`src/rtl/accum5_pkg.sv`:
```
// Shared constants and state encoding for the accum5 accumulation stage.
package accum5_pkg;

    localparam int WIDTH_DEF = 5;
    localparam int COUNT_DEF = 4;

    typedef enum logic {
        ACCUM = 1'b0,
        DONE  = 1'b1
    } state_t;

    // Operand counter width; never below one bit so COUNT=1 still has a register.
    function automatic int clog2(input int value);
        int w;
        w = 0;
        while ((1 << w) < value) w++;
        return (w < 1) ? 1 : w;
    endfunction

endpackage

```
`src/rtl/accum5_stage_if.sv`:
```
// Operand-in and result-out handshake bundle for accum5_stage.
interface accum5_stage_if #(
    parameter int WIDTH = accum5_pkg::WIDTH_DEF
);
    logic             in_valid;
    logic             in_ready;
    logic [WIDTH-1:0] in_data;
    logic             out_valid;
    logic             out_ready;
    logic [WIDTH-1:0] acc;
    logic             carry_out;
    logic             ovf;

    modport slave (
        input  in_valid, in_data, out_ready,
        output in_ready, out_valid, acc, carry_out, ovf
    );

    modport master (
        output in_valid, in_data, out_ready,
        input  in_ready, out_valid, acc, carry_out, ovf
    );
endinterface

```
`src/rtl/accum5_add.sv`:
```
// Combinational WIDTH-bit ripple-carry adder, carry-in tied low.
module accum5_add #(
    parameter int WIDTH = accum5_pkg::WIDTH_DEF
) (
    input  logic [WIDTH-1:0] a,
    input  logic [WIDTH-1:0] b,
    output logic [WIDTH-1:0] sum,
    output logic             carry
);
    logic [WIDTH:0] c;

    assign c[0] = 1'b0;

    for (genvar i = 0; i < WIDTH; i++) begin : g_bit
        assign sum[i]   = a[i] ^ b[i] ^ c[i];
        assign c[i+1]   = (a[i] & b[i]) | (c[i] & (a[i] ^ b[i]));
    end

    assign carry = c[WIDTH];
endmodule

```
`src/rtl/accum5_stage.sv`:
```
// Accumulates COUNT operands through the ripple adder and hands the sum downstream.
// Build option: define ACCUM5_SATURATE_EN to clamp acc to all-ones on carry.
//
// state | meaning
// ACCUM | taking operands, in_ready=1
// DONE  | result presented, out_valid=1, waiting for out_ready
module accum5_stage
    import accum5_pkg::*;
#(
    parameter int WIDTH = WIDTH_DEF,
    parameter int COUNT = COUNT_DEF
) (
    input  logic           clk,
    input  logic           rst_n,
    input  logic           clear,
    accum5_stage_if.slave  bus
);
    localparam int            CW       = clog2(COUNT);
    localparam logic [CW-1:0] CNT_LAST = CW'(COUNT - 1);

    state_t           state_q, state_d;
    logic [CW-1:0]    cnt_q, cnt_d;
    logic [WIDTH-1:0] acc_q, acc_d;
    logic             carry_q, carry_d;
    logic             ovf_q, ovf_d;

    logic [WIDTH-1:0] add_sum;
    logic             add_carry;
    logic [WIDTH-1:0] acc_next;

    accum5_add #(.WIDTH(WIDTH)) u_add (
        .a     (acc_q),
        .b     (bus.in_data),
        .sum   (add_sum),
        .carry (add_carry)
    );

`ifdef ACCUM5_SATURATE_EN
    assign acc_next = add_carry ? {WIDTH{1'b1}} : add_sum;
`else
    assign acc_next = add_sum;
`endif

    always_ff @(posedge clk or negedge rst_n) begin
        if (!rst_n) begin
            state_q <= ACCUM;
            cnt_q   <= '0;
            acc_q   <= '0;
            carry_q <= 1'b0;
            ovf_q   <= 1'b0;
        end else begin
            state_q <= state_d;
            cnt_q   <= cnt_d;
            acc_q   <= acc_d;
            carry_q <= carry_d;
            ovf_q   <= ovf_d;
        end
    end

    always_comb begin
        state_d = state_q;
        cnt_d   = cnt_q;
        acc_d   = acc_q;
        carry_d = carry_q;
        ovf_d   = ovf_q;
        // clear wins over both a same-cycle accept and a same-cycle result handshake
        if (clear) begin
            state_d = ACCUM;
            cnt_d   = '0;
            acc_d   = '0;
            carry_d = 1'b0;
            ovf_d   = 1'b0;
        end else begin
            case (state_q)
                ACCUM: begin
                    if (bus.in_valid) begin
                        acc_d   = acc_next;
                        carry_d = add_carry;
                        ovf_d   = ovf_q | add_carry;
                        if (cnt_q == CNT_LAST) begin
                            state_d = DONE;
                            cnt_d   = '0;
                        end else begin
                            cnt_d = cnt_q + CW'(1);
                        end
                    end
                end
                DONE: begin
                    if (bus.out_ready) begin
                        state_d = ACCUM;
                        acc_d   = '0;
                        carry_d = 1'b0;
                        ovf_d   = 1'b0;
                    end
                end
                default: state_d = ACCUM;
            endcase
        end
    end

    assign bus.in_ready  = (state_q == ACCUM);
    assign bus.out_valid = (state_q == DONE);
    assign bus.acc       = acc_q;
    assign bus.carry_out = carry_q;
    assign bus.ovf       = ovf_q;
endmodule

```
`src/flat_wrapper.sv`:
```
// flat-port wrapper written by rule: the top's interface ports become plain ports
module accum5_stage_flat import accum5_pkg::*;
#(
    parameter int WIDTH = WIDTH_DEF,
    parameter int COUNT = COUNT_DEF
)
  (clk, rst_n, clear, bus_in_valid, bus_in_data, bus_out_ready, bus_in_ready, bus_out_valid, bus_acc, bus_carry_out, bus_ovf);
  accum5_stage_if #(.WIDTH(WIDTH)) bus_i ();
  input  logic clk;
  input  logic rst_n;
  input  logic clear;
  input wire logic [$bits(bus_i.in_valid)-1:0] bus_in_valid;
  input wire logic [$bits(bus_i.in_data)-1:0] bus_in_data;
  input wire logic [$bits(bus_i.out_ready)-1:0] bus_out_ready;
  output wire logic [$bits(bus_i.in_ready)-1:0] bus_in_ready;
  output wire logic [$bits(bus_i.out_valid)-1:0] bus_out_valid;
  output wire logic [$bits(bus_i.acc)-1:0] bus_acc;
  output wire logic [$bits(bus_i.carry_out)-1:0] bus_carry_out;
  output wire logic [$bits(bus_i.ovf)-1:0] bus_ovf;
  assign bus_i.in_valid = bus_in_valid;
  assign bus_i.in_data = bus_in_data;
  assign bus_i.out_ready = bus_out_ready;
  assign bus_in_ready = bus_i.in_ready;
  assign bus_out_valid = bus_i.out_valid;
  assign bus_acc = bus_i.acc;
  assign bus_carry_out = bus_i.carry_out;
  assign bus_ovf = bus_i.ovf;
  accum5_stage #(.WIDTH(WIDTH), .COUNT(COUNT)) u_core (.clk(clk), .rst_n(rst_n), .clear(clear), .bus(bus_i));
endmodule
```
`config.mk`:
```
export PLATFORM = sky130hd
export DESIGN_NAME = accum5_stage_flat
export DESIGN_NICKNAME = d
export VERILOG_FILES = /design/src/rtl/accum5_pkg.sv /design/src/rtl/accum5_stage_if.sv /design/src/rtl/accum5_add.sv /design/src/rtl/accum5_stage.sv /design/src/flat_wrapper.sv
export SDC_FILE = /design/constraint.sdc
export NUM_CORES = 1
export LEC_CHECK = 0
export BUFFER_PORTS_ARGS = -buffer_cell sky130_fd_sc_hd__buf_4
export CAP_MARGIN = 20
export CORE_MARGIN = 4
export CORE_UTILIZATION = 45
export DETAILED_ROUTE_END_ITERATION = 8
export GPL_TIMING_DRIVEN = 0
export HOLD_SLACK_MARGIN = 0.15
export PLACE_DENSITY = 0.78
export SYNTH_ARGS = -nofsm -noshare
export SYNTH_HDL_FRONTEND = slang
export SYNTH_HIERARCHICAL = 1
export SYNTH_SLANG_ARGS = --single-unit
```
`constraint.sdc`:
```
create_clock -name clk -period 2.9 [get_ports clk]
set_clock_uncertainty 0.15 [all_clocks]
set_input_delay 0 -clock clk [delete_from_list [all_inputs] [get_ports clk]]
set_output_delay 0 -clock clk [all_outputs]
set_load 0.01 [all_outputs]
```
==> run_results.csv, run 1 <==
group,metric,value,unit
min_path,min_path_type,"in -> reg",
timing,period_share,92.6,%
run_status,outcome,"finished, final reports clean",
timing,grt_setup_unrepaired,"no",
logic_synthesis,ys_seq_area_share,38.2,%
timing,period_needed,2.68,ns
min_path,hold_start,"bus_in_data[2]",
global_route,grt_overflow,0,
clock_tree,numCtsBuffers,3,
detailed_routing,first_iter_violations,12,
cells_and_area,antenna_cells,0,
cells_and_area,areaGrowthSynthToFinish,35.9,%
timing,setup_viol,0,
power,switching_share,29.1,%
floorplan,start_util,49.1,%
timing,hold_viol,0,
power,pwr_density_cell,471,mW/mm²
global_route,grtUsageTotal,16.0,%
detailed_routing,ant_nets,0,
timing,worst_slew_pin_slew,0.477,ns
cells_and_area,final_nets,107,
placed_design,hpwl,1010,µm
global_route,antenna_found_initial,0,
detailed_routing,dr.pass1.iters,4,
logic_synthesis,synth_cell_types,19,
worst_setup_path,cp_slowest_stage_delay,0.41,ns
cells_and_area,final_cells,105,
power,peakVddDrop,282,µV
worst_setup_path,ff2ff_setup_slack,0.22,ns
timing,holdWs,0.152,ns
worst_setup_path,crit_path_top_delay_cell,"dfrtp_1",
worst_setup_path,r2r-end,"u_core/bus.acc[4]",
detailed_routing,wl_per_cell,13.5,µm
flow_run,max_cap_viol_count,0,
power,internal_power,297,µW
timing,max_freq,373,MHz
min_path,hold-path-endpoint,"u_core/bus.acc[2]",
placed_design,dp_cells,95,
floorplan,die_area,0.00213,mm²
power,p_sw,122,µW
power,total_leakage_power,0.000453,µW
clock_tree,clk_transition_reported_paths,0.08,ns
timing,report.final.slew_viol_count,0,
clock_tree,postCtsHoldBufs,6,
worst_setup_path,cp_max_fo,4,
detailed_routing,drt_wl_total,1420,µm
detailed_routing,drc,0,
floorplan,core,0.00133,mm²
logic_synthesis,syn_area,654,µm²
clock_tree,postCtsResizedCells,0,
logic_synthesis,synth-seq-cells,10,
clock_tree,cts_setup_buffers,0,
clock_tree,cts_root_buffer,"clkbuf_4",
clock_tree,ctsLongestPathBuffers,2,
worst_setup_path,worstSetupPathType,"reg -> reg",
worst_setup_path,cp.required,2.95,ns
clock_tree,cts.sinks,10,
worst_setup_path,cp-start-kind,"register",
power,total_power,419,µW
timing,slew_headroom,68.1,%
logic_synthesis,synth_nets,80,
cells_and_area,final_layout_size_suffix_gt1_share,33.3,%
power,p_comb_share,29.2,%
floorplan,fp-row-count,13,
worst_setup_path,cp_cell_sequence,"ha_1 -> inv_1 -> fa_1 -> inv_1 -> fa_1 -> fa_1 -> inv_1 -> fa_1 -> inv_1 -> mux2_2 -> nand2_1 -> a21oi_1",
worst_setup_path,reg2reg_from,"u_core/bus.acc[0]",
power,clockPowerShare,30.9,%
clock_tree,clock_latency,0.27,ns
detailed_routing,num_vias,546,
cells_and_area,fin_util,66.7,%
min_path,whs_path_depth,5,
logic_synthesis,avgSynthCellArea,10.2,µm²
global_route,grt_pass1_wl,2350,µm
detailed_routing,routed_via_density,5.20,
global_route,grt_max_degree,11,
placed_design,io_buffer_count,16,
logic_synthesis,yosys_warnings,6,
timing,setup_tns,0,ns
floorplan,fp.dieW,46.1,µm
placed_design,place_congestion,0.782,
worst_setup_path,end_kind,"register",
worst_setup_path,r2r_cells,12,
global_route,grt_pass1_vias,575,
logic_synthesis,netlist_instances,64,
worst_setup_path,worstPathArrival,2.73,ns
clock_tree,htree_levels,1,
clock_tree,cts_tree,"built",
power,seq_power_share,39.9,%
floorplan,ioPinCount,19,
floorplan,dieHeight,46.1,µm
==> flip-flops by register name, summed over array words and instances, names as in the netlist <==
signal / count
u_core/bus.acc: 5
u_core/bus.carry_out: 1
u_core/bus.out_valid: 1
u_core/bus.ovf: 1
u_core/cnt_q: 2
==> worst max-delay path: cells and delay by family (launching register included) <==
| family | cells | cell delay, ns |
|---|---|---|
| AO/OA/AOI/OAI | 1 | 0.13 |
| buffers and inverters | 4 | 0.24 |
| adder cells (fa/ha/maj) | 5 | 1.51 |
| flip-flops | 1 | 0.41 |
| AND/OR/NAND/NOR | 1 | 0.05 |
| multiplexers | 1 | 0.13 |
==> worst max-delay path by stage <==
stage / startpoint / end
global route: u_core/bus.acc[0] / u_core/bus.acc[4]
detailed placement: u_core/bus.acc[0] / u_core/bus.acc[4]
finish: u_core/bus.acc[0] / u_core/bus.acc[4]
global placement: u_core/bus.acc[0] / u_core/bus.acc[4]
floorplan: u_core/bus.acc[0] / u_core/bus.acc[4]
CTS: u_core/bus.acc[0] / u_core/bus.acc[4]
==> final cells by class <==
type,count,area (µm²)
Inverter,11,41.3
Buffer,3,22.5
Timing Repair Buffer,22,180
Sequential cell,10,250
Fill cell,126,444
Tap cell,15,18.8
Clock buffer,4,36.3
Multi-Input combinational cell,40,340
==> power groups by stage <==
stage	clock network, µW	registers [µW]	logic [µW]
6_report	130	167	122
5_1_grt	140	170	137
4_1_cts	133	168	123
3_5_place_dp	0	170	116
3_3_place_gp	0	169	109
2_1_floorplan	0	173	65.4
==> cells in the final DEF (no fill, tap or decap), types with 2 or more instances in the layout <==
| cell | count |
|---|---|
| a21oi_1 | 6 |
| buf_4 | 17 |
| clkbuf_4 | 3 |
| dfrtp_1 | 10 |
| dlygate4sd3_1 | 6 |
| fa_1 | 4 |
| ha_1 | 2 |
| inv_1 | 10 |
| mux2_2 | 6 |
| nand2_1 | 6 |
| nand3b_1 | 6 |
| nor2_1 | 4 |
==> metal layers <==
metal / track usage (%) / wire (µm)
met5: 0 / 0
met4: 8.52 / 20
met3: 3.52 / 96
met2: 28.8 / 731
met1: 17.1 / 567
==> logic make-up after synthesis <==
logic type,after synthesis,synth area share [%]
AOI/OAI and AO/OA,9,8.03
DFF,10,38.2
muxes,7,11.9
and+or+nand+nor,17,14.7
adders and majority gates,6,16.1
buffers and inverters,14,9.75
xor gates and xnor gates,1,1.34
==> metrics by stage <==
stage / worst slack, ns / area (µm²)
4_1_cts: 0.200 / 890
2_1_floorplan: 0.303 / 654
3_3_place_gp: 0.254 / 793
3_5_place_dp: 0.212 / 793
5_1_grt: 0.0381 / 890
6_report: 0.216 / 890
==> cells in the mapped netlist, drive strengths merged <==
master | number | share of area [%]
inv | 11 | 6.3
dfrtp | 10 | 38
a21oi | 6 | 4.6
mux2 | 6 | 10
nand2 | 6 | 3.4
nand3b | 6 | 6.9
fa | 4 | 12
nor2 | 4 | 2.3
buf | 3 | 3.4
ha | 2 | 3.8
a21boi | 1 | 1.1
a2bb2oi | 1 | 1.3
a31oi | 1 | 0.96
mux2i | 1 | 1.5
nor2b | 1 | 2.1
xnor2 | 1 | 1.3
No activity file was read; power rests on OpenSTA's default activity.
==> inputs of run 2 (changes only) <==
Settings changed: CORE_UTILIZATION 45 to 44, PLACE_DENSITY 0.78 to 0.79.
Clock period 2.9 ns to 2.2 ns, I/O delays scaled along.
==> run_results.csv, run 2 (synthesized netlist as in run 1, its figures left out) <==
group,metric,value,unit
floorplan,ioPinCount,19,
timing,period_share,117,%
cells_and_area,largest_reg_flops,5,
worst_setup_path,crit_end,"u_core/bus.acc[4]",
detailed_routing,wl_per_cell,13.8,µm
detailed_routing,first_iter_violations,0,
clock_tree,cts.sinks,10,
placed_design,io_buffer_count,16,
worst_setup_path,worstSetupPathType,"reg -> reg",
timing,max_freq,389,MHz
power,pwr_density_cell,617,mW/mm²
worst_setup_path,r2r_cells,12,
worst_setup_path,crit_start,"u_core/bus.acc[0]",
timing,fin_ws,-0.369,ns
worst_setup_path,crit_path_top_delay_cell,"dfrtp_1",
floorplan,die_area,0.00217,mm²
timing,slew_headroom,69.7,%
global_route,antenna_found_initial,0,
worst_setup_path,cp.required,2.25,ns
cells_and_area,antenna_cells,0,
min_path,min_path_type,"in -> reg",
worst_setup_path,cp_slowest_stage_delay,0.39,ns
cells_and_area,final_cell_mix,"buf_4, dfrtp_1, inv_1",
clock_tree,numCtsBuffers,3,
worst_setup_path,reg2reg_from,"u_core/bus.acc[0]",
worst_setup_path,cp_max_fo,2,
detailed_routing,ant_nets,0,
clock_tree,clk_transition_reported_paths,0.07,ns
detailed_routing,dr.pass1.iters,1,
detailed_routing,drt_wl_total,1460,µm
clock_tree,htree_levels,1,
detailed_routing,drc,0,
global_route,grt_pass1_wl,2570,µm
placed_design,hpwl,989,µm
clock_tree,cts_root_buffer,"clkbuf_4",
cells_and_area,final_nets,108,
cells_and_area,final_cells,106,
min_path,hold_start,"bus_in_data[2]",
timing,setup_tns,-0.770,ns
clock_tree,ctsLongestPathBuffers,2,
global_route,grt_max_degree,11,
worst_setup_path,ff2ff_setup_slack,-0.37,ns
cells_and_area,final_layout_size_suffix_gt1_share,44.0,%
placed_design,dp_cells,95,
floorplan,dieHeight,46.6,µm
floorplan,fp-row-count,13,
worst_setup_path,end_kind,"register",
timing,report.final.slew_viol_count,0,
timing,setup_viol,4,
worst_setup_path,cp-start-kind,"register",
floorplan,start_util,48.5,%
power,total_leakage_power,0.000454,µW
global_route,grtUsageTotal,17.3,%
detailed_routing,routed_via_density,5.03,
timing,period_needed,2.57,ns
timing,hold_viol,0,
power,peakVddDrop,458,µV
detailed_routing,num_vias,533,
worst_setup_path,worstPathArrival,2.62,ns
global_route,grt_overflow,0,
placed_design,place_congestion,0.662,
timing,grt_setup_unrepaired,"yes",
worst_setup_path,cp_cell_sequence,"ha_2 -> inv_2 -> fa_2 -> inv_2 -> fa_2 -> fa_2 -> inv_2 -> fa_1 -> inv_1 -> mux2_2 -> nand2_2 -> a21oi_2",
timing,worst_slew_pin_slew,0.453,ns
floorplan,fp.dieW,46.6,µm
worst_setup_path,r2r-end,"u_core/bus.acc[4]",
floorplan,core,0.00135,mm²
clock_tree,clock_latency,0.27,ns
clock_tree,cts_tree,"built",
placed_design,place_ws,-0.408,ns
cells_and_area,areaGrowthSynthToFinish,40.2,%
cells_and_area,layout_commonest_cell,"buf_4",
cells_and_area,fin_area,917,µm²
flow_run,max_cap_viol_count,0,
placed_design,post_dp_cell_area,803,µm²
timing,holdWs,0.194,ns
run_status,outcome,"complete, but fails checks",
global_route,grt_pass1_vias,589,
run_status,violations,"negative setup slack",
## run 2: final cells by class
class	instances	area [µm²]
plain buffers	3	22.5
clock buffers	4	36.3
well taps	15	18.8
multi-input cells	40	360
repair buffers	23	188
inverters	11	41.3
fillers	111	433
flip-flops and latches	10	250
## run 2: where the power goes
part	switching [µW]	total, µW	internal [µW]
clock network	67.9	169	101
registers	18.2	221	202
logic	77.3	177	99.7
total	163	566	403
## run 2: how the worst min path moves through the flow
| stage | depth (start not counted) | end | slack (ns) |
|---|---|---|---|
| 4_1_cts | 5 | u_core/bus.acc[2] | 0.17 |
| 3_3_place_gp | 1 | u_core/cnt_q[1] | -0.32 |
| 2_1_floorplan | 0 | u_core/bus.acc[0] | -0.45 |
| 3_5_place_dp | 1 | u_core/cnt_q[1] | -0.32 |
| 5_1_grt | 5 | u_core/bus.acc[3] | 0.21 |
| 6_report | 5 | u_core/bus.acc[2] | 0.19 |
## run 2: per-layer routing
layer,wire (µm),vias to the layer above,track usage [%]
met5,0,-,0
met4,40,0,11.9
met3,105,5,1.95
met2,755,19,29.9
met1,561,250,19.3
li1,-,259,-
## run 2: critical path, delay by kind of cell, from the launching register on
| kind | cells | cell delay, ns |
|---|---|---|
| fa+ha+maj | 5 | 1.43 |
| flops | 1 | 0.39 |
| buf+inv | 4 | 0.21 |
| mux | 1 | 0.15 |
| compound gates | 1 | 0.12 |
| simple gates | 1 | 0.06 |
## run 2: repair_timing
action,in CTS,in global routing
hold buffers,6,0
hold endpoints to repair,20,0
pin swaps,0,2
endpoints found under the setup margin,4,4
setup buffers,1,0
resized for setup,4,1
## run 2: metrics by stage
| step | utilization, % | total power (µW) |
|---|---|---|
| global route | 67.9 | 604 |
| detailed placement | 59.5 | 378 |
| global placement | 59.5 | 369 |
| floorplan | - | 318 |
| CTS | 67.7 | 570 |
| finish | 67.9 | 566 |
